==> src/rtl/pipe_pkg.sv <==
// ============================================================================
//  Module      : pipe_pkg
//  Description : Shared occupancy encoding and per-stage bubble control values
//                for the generic inter-stage pipeline register.
//  Revision    : 1.0 - initial release
// ============================================================================
`default_nettype none

package pipe_pkg;

    typedef enum logic [1:0] {
        ST_EMPTY = 2'd0,
        ST_ONE   = 2'd1,
        ST_TWO   = 2'd2
    } occ_state_t;

    // Bubble control values for each stage boundary of the classic five-stage pipe
    localparam logic [9:0] c_IF_ID_NOP_CTRL  = 10'd0;
    localparam logic [9:0] c_ID_EX_NOP_CTRL  = 10'd0;
    localparam logic [9:0] c_EX_MEM_NOP_CTRL = 10'd0;
    localparam logic [9:0] c_MEM_WB_NOP_CTRL = 10'd0;

endpackage : pipe_pkg

`default_nettype wire

==> src/rtl/pipe_stage_skid_sat_counter.sv <==
// ============================================================================
//  Module      : sat_counter
//  Description : Saturating up-counter with clear; clear wins over increment.
//  Revision    : 1.0 - initial release
// ============================================================================
`default_nettype none

module sat_counter #(
    parameter int CNT_W = 16
) (
    input  logic             clk,
    input  logic             rst,
    input  logic             clr,
    input  logic             inc,
    output logic [CNT_W-1:0] cnt
);

    localparam logic [CNT_W-1:0] c_MAX = {CNT_W{1'b1}};

    logic [CNT_W-1:0] r_cnt;

    always_ff @(posedge clk) begin
        if (rst) begin
            r_cnt <= '0;
        end else if (clr) begin
            r_cnt <= '0;
        end else if (inc && (r_cnt != c_MAX)) begin
            r_cnt <= r_cnt + {{(CNT_W-1){1'b0}}, 1'b1};
        end
    end

    assign cnt = r_cnt;

endmodule : sat_counter

`default_nettype wire

==> src/rtl/pipe_stage_skid.sv <==
// ============================================================================
//  Module      : pipe_stage_skid
//  Description : Generic valid/ready inter-stage register with a two-entry
//                skid buffer, synchronous flush and saturating stall counter.
//  Revision    : 1.0 - initial release
// ============================================================================
`default_nettype none

module pipe_stage_skid
    import pipe_pkg::*;
#(
    parameter int                DATA_W   = 128,
    parameter int                CTRL_W   = 10,
    parameter logic [CTRL_W-1:0] NOP_CTRL = {CTRL_W{1'b0}},
    parameter int                CNT_W    = 16
) (
    input  logic              clk,
    input  logic              rst,
    input  logic              flush,
    input  logic              in_valid,
    output logic              in_ready,
    input  logic [DATA_W-1:0] in_data,
    input  logic [CTRL_W-1:0] in_ctrl,
    output logic              out_valid,
    input  logic              out_ready,
    output logic [DATA_W-1:0] out_data,
    output logic [CTRL_W-1:0] out_ctrl,
    output logic [1:0]        occupancy,
    input  logic              cnt_clr,
    output logic [CNT_W-1:0]  stall_cnt
);

    localparam int                ENT_W     = CTRL_W + DATA_W;
    localparam logic [ENT_W-1:0]  c_NOP_ENT = {NOP_CTRL, {DATA_W{1'b0}}};

    occ_state_t       r_state, w_state_nxt;
    logic [ENT_W-1:0] r_main, w_main_nxt;
    logic [ENT_W-1:0] r_skid, w_skid_nxt;
    logic             r_skid_valid, w_skid_valid_nxt;

    logic             w_acc;
    logic             w_drn;
    logic [ENT_W-1:0] w_in_ent;
    logic [ENT_W-1:0] w_bubble_ent;

    assign w_in_ent     = {in_ctrl, in_data};
    // A bubble keeps the stale data field; only control is forced to NOP
    assign w_bubble_ent = {NOP_CTRL, r_main[DATA_W-1:0]};

    assign in_ready  = !r_skid_valid && !rst;
    assign out_valid = (r_state != ST_EMPTY);
    assign out_data  = r_main[DATA_W-1:0];
    assign out_ctrl  = out_valid ? r_main[ENT_W-1:DATA_W] : NOP_CTRL;
    assign occupancy = r_state;

    assign w_acc = in_valid && in_ready;
    assign w_drn = out_valid && out_ready;

    always_ff @(posedge clk) begin
        if (rst) begin
            r_state      <= ST_EMPTY;
            r_main       <= c_NOP_ENT;
            r_skid       <= '0;
            r_skid_valid <= 1'b0;
        end else begin
            r_state      <= w_state_nxt;
            r_main       <= w_main_nxt;
            r_skid       <= w_skid_nxt;
            r_skid_valid <= w_skid_valid_nxt;
        end
    end

    always_comb begin
        w_state_nxt      = r_state;
        w_main_nxt       = r_main;
        w_skid_nxt       = r_skid;
        w_skid_valid_nxt = r_skid_valid;

        if (flush) begin
            w_state_nxt      = ST_EMPTY;
            w_main_nxt       = w_bubble_ent;
            w_skid_valid_nxt = 1'b0;
        end else begin
            unique case (r_state)
                ST_EMPTY: begin
                    if (w_acc) begin
                        w_state_nxt = ST_ONE;
                        w_main_nxt  = w_in_ent;
                    end
                end
                ST_ONE: begin
                    if (w_acc && w_drn) begin
                        w_main_nxt = w_in_ent;
                    end else if (w_acc) begin
                        w_state_nxt      = ST_TWO;
                        w_skid_nxt       = w_in_ent;
                        w_skid_valid_nxt = 1'b1;
                    end else if (w_drn) begin
                        w_state_nxt = ST_EMPTY;
                        w_main_nxt  = w_bubble_ent;
                    end
                end
                ST_TWO: begin
                    if (w_drn) begin
                        w_state_nxt      = ST_ONE;
                        w_main_nxt       = r_skid;
                        w_skid_valid_nxt = 1'b0;
                    end
                end
                default: begin
                    w_state_nxt      = ST_EMPTY;
                    w_main_nxt       = w_bubble_ent;
                    w_skid_valid_nxt = 1'b0;
                end
            endcase
        end
    end

    sat_counter #(
        .CNT_W (CNT_W)
    ) u_stall_cnt (
        .clk (clk),
        .rst (rst),
        .clr (cnt_clr),
        .inc (out_valid && !out_ready),
        .cnt (stall_cnt)
    );

endmodule : pipe_stage_skid

`default_nettype wire

==> config.mk <==
export PLATFORM = sky130hd
export DESIGN_NAME = pipe_stage_skid
export DESIGN_NICKNAME = d
export VERILOG_FILES = /design/src/rtl/pipe_pkg.sv /design/src/rtl/pipe_stage_skid_sat_counter.sv /design/src/rtl/pipe_stage_skid.sv
export SDC_FILE = /design/constraint.sdc
export NUM_CORES = 1
export LEC_CHECK = 0
export ABC_AREA = 0
export CAP_MARGIN = 20
export CORE_MARGIN = 1
export CORE_UTILIZATION = 45
export CTS_CLUSTER_SIZE = 40
export DETAILED_ROUTE_END_ITERATION = 7
export GPL_ROUTABILITY_DRIVEN = 0
export HOLD_SLACK_MARGIN = 0.02
export MAX_ROUTING_LAYER = met4
export PLACE_DENSITY = 0.73
export SLEW_MARGIN = 20
export SYNTH_ARGS = -nofsm -noshare
export SYNTH_HDL_FRONTEND = slang
export SYNTH_SLANG_ARGS = --single-unit
==> constraint.sdc <==
create_clock -name clk -period 4.1 [get_ports clk]
set_clock_uncertainty 0.05 [all_clocks]
set_input_delay 0.82 -clock clk [delete_from_list [all_inputs] [get_ports clk]]
set_output_delay 0.82 -clock clk [all_outputs]
set_load 0.05 [all_outputs]
==> results.yml, run 1 <==
clock_tree:
  cts.sink_count: 295
  ctsLongestPathBuffers: 3
  cts.root.buffer_cell: "clkbuf_16"
  cts_hold_buf: 0
  clkSlewWorstSetupHoldPaths_ps: 60
  ctsResizeCount: 0
  clock_latency_ps: 540
  number_of_buffers_inserted_during_clock_tree_synthesis: 31
  cts.htree.levels: 1
  postCtsSetupBuffers: 0
  cts_tree: "yes"
layout:
  fill_cells: 2507
  ff_latch_area_um2: 5910
  area.growth.synth_to_final_pct: 22.6
  multi_input_comb_area_um2: 5780
  layout.nets: 1733
  drive_above_1_share: 0.117
  insertedDiodeCount: 0
  final_common_cell: "clkdlybuf4s50_1"
  postLayoutCoreUtil: 0.567
  most_frequent_cells_in_the_layout: "clkdlybuf4s50_1 (300), dfxtp_1 (295), nand2_1 (286)"
global_routing:
  grt_max_degree: 164
  grt_remaining_overflow: 0
  initial_antenna_violation_count: 0
  global_route.usage.total: 0.233
  vias_in_the_first_global_route: 10938
  grt_first_pass_wirelength_um: 57400
worst_setup_path:
  rrSetupSlack_ps: 1560
  timing.critical_path.arrival_ps: 2440
  worst_ep_required_time_ps: 3230
  r2r-start: "occupancy[1]"
  worst_path_fanout_max: 12
  endpoint_kind: "primary output"
  setup.worst_path.start: "occupancy[0]"
  startpoint_type: "register"
  setup.worst_path.class: "register to primary output"
sta:
  setup_viol: 0
  fmax_mhz: 302
  final_max_slew_viol_count: 0
  slew_headroom: 0.291
  final.setup.tns_ps: 0
  finalWorstPathRequiredPeriod_ps: 3310
  hold_ws_ps: 401
  actual_transition_at_the_worst_max_transition_pin_ps: 1060
  post-route-period-util: 0.807
  rsz0062_at_grt: "false"
  worst_slack_ps: 790
  finalHoldViolations: 0
die:
  fp.dieArea_um2: 30500
  floorplan.initialDensity: 0.463
  floorplan.io_pins: 302
  die_h_um: 175
  floorplan.rows: 62
  core_um2: 29000
  die_w_um: 175
outcome:
  run_status: "finished, final reports clean"
routing:
  vias_per_cell: 5.69
  avgRoutedWirePerCell_um: 18.1
  ant_nets: 0
  remaining_drc_errors: 0
  route.final.wire_length_um: 36000
  drt_first_pass_iters: 6
  vias: 11336
  drtIter0Drc: 976
job:
  maxCapViolations: 0
synth:
  yosys_register_bits: 295
  synth.lib_cells_used.distinct: 46
  post_synth_main_area_contributors: "dfxtp_1 (44%), a21oi_1 (11%), a211oi_2 (10%), buf_4 (8.0%), nand2_1 (8.0%)"
  post_synth_instance_area_um2: 13400
  synthesis_warning_total: 0
  postSynthCellCount: 1505
  synth_top_area_share: 0.440
  postSynthNetCount: 1650
  share_of_the_yosys_chip_area_belonging_to_registers: 0.440
  yosys.area.top_type: "dfxtp_1"
  synth.avg_cell_area_um2: 8.92
power_and_ir_drop:
  power_density_nw_per_um2: 405
  leakagePower_nw: 5.20
  power_mw: 6.67
  ir_drop_worst_case_vdd_mv: 0.258
min_path:
  min-delay-path-class: "register to register"
  hold_start: "r_skid[61]"
placement:
  port_buffers: 301
  pre_cts_slack_ps: 715
  place.detailed.hpwl_um: 21300
-- cell usage after synthesis (all sizes together) --
library cell	number
nand2b	1
or3	10
and3	2
a21o	1
o211ai	1
nor3b	1
nand4	3
and3b	1
o311a	1
buf	214
dfxtp	295
clkbuf	56
nand2	286
o41a	1
mux2i	2
or4b	1
nor4b	1
a21oi	283
o31ai	5
o21ba	1
or2	3
and4	1
a22oi	138
o22a	1
a2bb2oi	1
nand3	8
nor2b	2
a211oi	128
o41ai	1
nor4	1
nor3	2
or4	6
o21ai	10
and2	12
nor2	9
inv	4
xnor2	1
o2bb2ai	10
ha	1
-- critical path, stage by stage (launching register included) --
cell and delay (ps):
dfxtp_1 570, or2_2 340, and2_1 180, clkdlybuf4s50_1 810
-- layout make-up --
type,instances,share of cell area
clock inverters,5,0.00456
repair buffers,320,0.200
well taps,384,0.0292
flip-flops and latches,295,0.359
clock buffers,48,0.0553
multi-input cells,936,0.351
inverters,4,0.00106
-- state kept, by name, indices dropped and copies added, names as in the netlist --
name / cells
occupancy: 2
r_main: 138
r_skid: 138
r_skid_valid: 1
u_stall_cnt.cnt: 16
-- routing by layer --
layer  global-route usage  up-vias  wire length [µm]
met4               0.0743        0              1090
met3               0.0429       76              2560
met5                    -        -                 0
met2                0.365      434             16700
met1                0.304     5438             15700
li1                     -     5388                 -
-- cells by family (layout without fill, tap and decap cells) --
| group | count (synthesis) | after routing | share of synthesized area |
|---|---|---|---|
| buffers and inverters | 274 | 377 | 0.133 |
| DFF | 295 | 295 | 0.440 |
| and+or+nand+nor | 350 | 350 | 0.110 |
| adders and majority gates | 1 | 1 | 0.000932 |
| AOI/OAI and AO/OA | 582 | 582 | 0.314 |
| muxes | 2 | 2 | 0.00149 |
| xor gates and xnor gates | 1 | 1 | 0.000652 |
-- metrics by stage --
| step | std cells | area (µm²) |
|---|---|---|
| global placement | 1939 | 15500 |
| floorplan | 1505 | 13400 |
| detailed placement | 1939 | 15500 |
| global route | 1992 | 16500 |
| finish | 1992 | 16500 |
| CTS | 1992 | 16500 |
-- final timing paths --
check,endpoint,cells past startpoint
min reg2reg,r_skid[61],2
max reg2reg,r_main[7],5
max,out_ctrl[5],3
min,r_skid[61],2
-- power by group --
group          internal (mW)  total [mW]  switching, mW  leakage, nW
clock network           1.63        2.72           1.09        0.484
registers               2.94        2.99         0.0462         2.39
logic                  0.378       0.965          0.587         2.33
total                   4.95        6.67           1.72         5.20
No activity file was read; power rests on OpenSTA's default activity.
==> run 2, diff against run 1 <==
- clock period: 4.1 -> 3.4 ns (I/O delays scaled with it)
==> run 2 against run 1 <==
Compared with the run above: core utilization up 0.37 points; clock power up 21%; non-clock buffer count increased by 5; sequential share of layout area is 0.23 points lower; global-route usage hardly changed; worst hold slack improved by 1.3 ps; final cell count rose by 0.55%; critical path depth unchanged; count of clock-buffer cells in the layout decreased by 2; critical endpoint is now out_ctrl[7].
==> results.yml, run 2 (synthesis gave the netlist of run 1 again) <==
routing:
  vias: 11272
  drt_first_pass_iters: 5
  vias_per_cell: 5.63
  avgRoutedWirePerCell_um: 18.1
  drtIter0Drc: 918
  route.final.wire_length_um: 36200
  remaining_drc_errors: 0
  ant_nets: 0
worst_setup_path:
  endpoint_kind: "primary output"
  startpoint_type: "register"
  timing.critical_path.max_delay_family: "buffers and inverters"
  crit_path_cell_trace: "or2_2, and2_1, clkdlybuf4s50_1"
  worst_path_fanout_max: 12
  r2r-start: "occupancy[1]"
  cpPeakStageDelay_ps: 810
  setup.worst_path.class: "register to primary output"
  reg2regPathDepth: 5
  critical_path_buf_inv_count: 1
  rrSetupSlack_ps: 1070
  timing.critical_path.arrival_ps: 2430
  critical_path.slowest_cell: "clkdlybuf4s50_1"
  worst_ep_required_time_ps: 2670
  end_of_the_worst_register_to_register_path: "r_main[23]"
sta:
  post-route-period-util: 0.931
  actual_transition_at_the_worst_max_transition_pin_ps: 1020
  rsz0062_at_grt: "false"
  fmax_mhz: 316
  setup_viol: 0
  final.setup.tns_ps: 0
  worst_slack_ps: 236
  slew_headroom: 0.320
  final_max_slew_viol_count: 0
  finalWorstPathRequiredPeriod_ps: 3160
  finalHoldViolations: 0
clock_tree:
  cts.sink_count: 295
  cts_tree: "yes"
  ctsResizeCount: 0
  clkSlewWorstSetupHoldPaths_ps: 60
  ctsLongestPathBuffers: 3
  cts.root.buffer_cell: "clkbuf_16"
  clock_latency_ps: 540
  number_of_buffers_inserted_during_clock_tree_synthesis: 31
  postCtsSetupBuffers: 0
  cts.htree.levels: 1
  cts_hold_buf: 0
global_routing:
  gr-usage-met2: 0.363
  vias_in_the_first_global_route: 10841
  met1_usage: 0.302
  grt_first_pass_wirelength_um: 57500
  grt_remaining_overflow: 0
  global_route.usage.total: 0.234
  initial_antenna_violation_count: 2
  grt.busiest_layer: "met2"
  grt_use_met3: 0.0503
  grt_max_degree: 146
layout:
  final_cell_area_um2: 16600
  fill_cells: 2586
  instances_no_fill: 2003
  layout.nets: 1738
  drive_above_1_share: 0.122
  multi_input_comb_area_um2: 5780
  most_frequent_cells_in_the_layout: "clkdlybuf4s50_1 (300), dfxtp_1 (295), nand2_1 (286)"
  final_common_cell: "clkdlybuf4s50_1"
  ff_latch_area_um2: 5910
  area.growth.synth_to_final_pct: 23.4
die:
  die_w_um: 175
  floorplan.initialDensity: 0.463
  die_h_um: 175
  fp.dieArea_um2: 30500
  floorplan.rows: 62
  floorplan.io_pins: 302
  core_um2: 29000
min_path:
  min-delay-path-class: "register to register"
  worst_hold_path.num_cells: 2
  hold_path_end: "r_skid[105]"
  hold_start: "r_skid[105]"
job:
  maxCapViolations: 0
power_and_ir_drop:
  ir_drop_worst_case_vdd_mv: 0.360
  power_density_nw_per_um2: 486
  power_mw: 8.05
  leakagePower_nw: 5.26
placement:
  port_buffers: 301
  place.detailed.hpwl_um: 21700
  place_area_um2: 15600
  pre_cts_slack_ps: 434
  post-place-cells: 1944
outcome:
  run_status: "finished, final reports clean"
## run 2: changes by cell type in the layout (fill, tap and decap cells not counted)
| cell | previous run | this run |
|---|---|---|
| clkinv_2 | 3 | 9 |
| buf_12 | 10 | 15 |
| clkbuf_8 | 7 | 5 |
| diode_2 | 0 | 2 |
## run 2: layer usage
layer	wire, µm	share of wire	vias up
met3	2530	0.070	65
met5	0	0	-
met2	16900	0.47	361
met4	914	0.025	0
li1	-	-	5412
met1	15800	0.44	5434
## run 2: worst max path at each step
stage | start | to | cells past startpoint
global route | occupancy[0] | out_ctrl[7] | 3
CTS | occupancy[0] | out_ctrl[7] | 3
global placement | out_ready | r_skid[1] | 6
finish | occupancy[0] | out_ctrl[7] | 3
detailed placement | out_ready | r_skid[53] | 6
floorplan | occupancy[0] | out_ctrl[0] | 4
## run 2: power breakdown
group | total, mW | switching [mW] | internal, mW
clock network | 3.29 | 1.35 | 1.93
registers | 3.60 | 0.0530 | 3.55
logic | 1.16 | 0.704 | 0.461
## run 2: final cells by class
type                            count  area share
Clock inverter                     11     0.00634
Antenna cell                        2    0.000302
Inverter                            4     0.00106
Multi-Input combinational cell    936       0.349
Tap cell                          384      0.0290
Sequential cell                   295       0.356
Clock buffer                       46      0.0532
Timing Repair Buffer              325       0.204
## run 2: worst reg2reg max path, cell delays in order (launching register included)
cell and delay [ps]:
dfxtp_1 420, or4b_4 640, o21ai_4 220, buf_12 360
a22oi_1 270, a211oi_2 290
## run 2: metrics by stage
step | hold slack (ps) | util
global placement | 390 | 0.537
finish | 403 | 0.571
floorplan | 374 | -
CTS | 404 | 0.571
detailed placement | 391 | 0.537
global route | 417 | 0.571
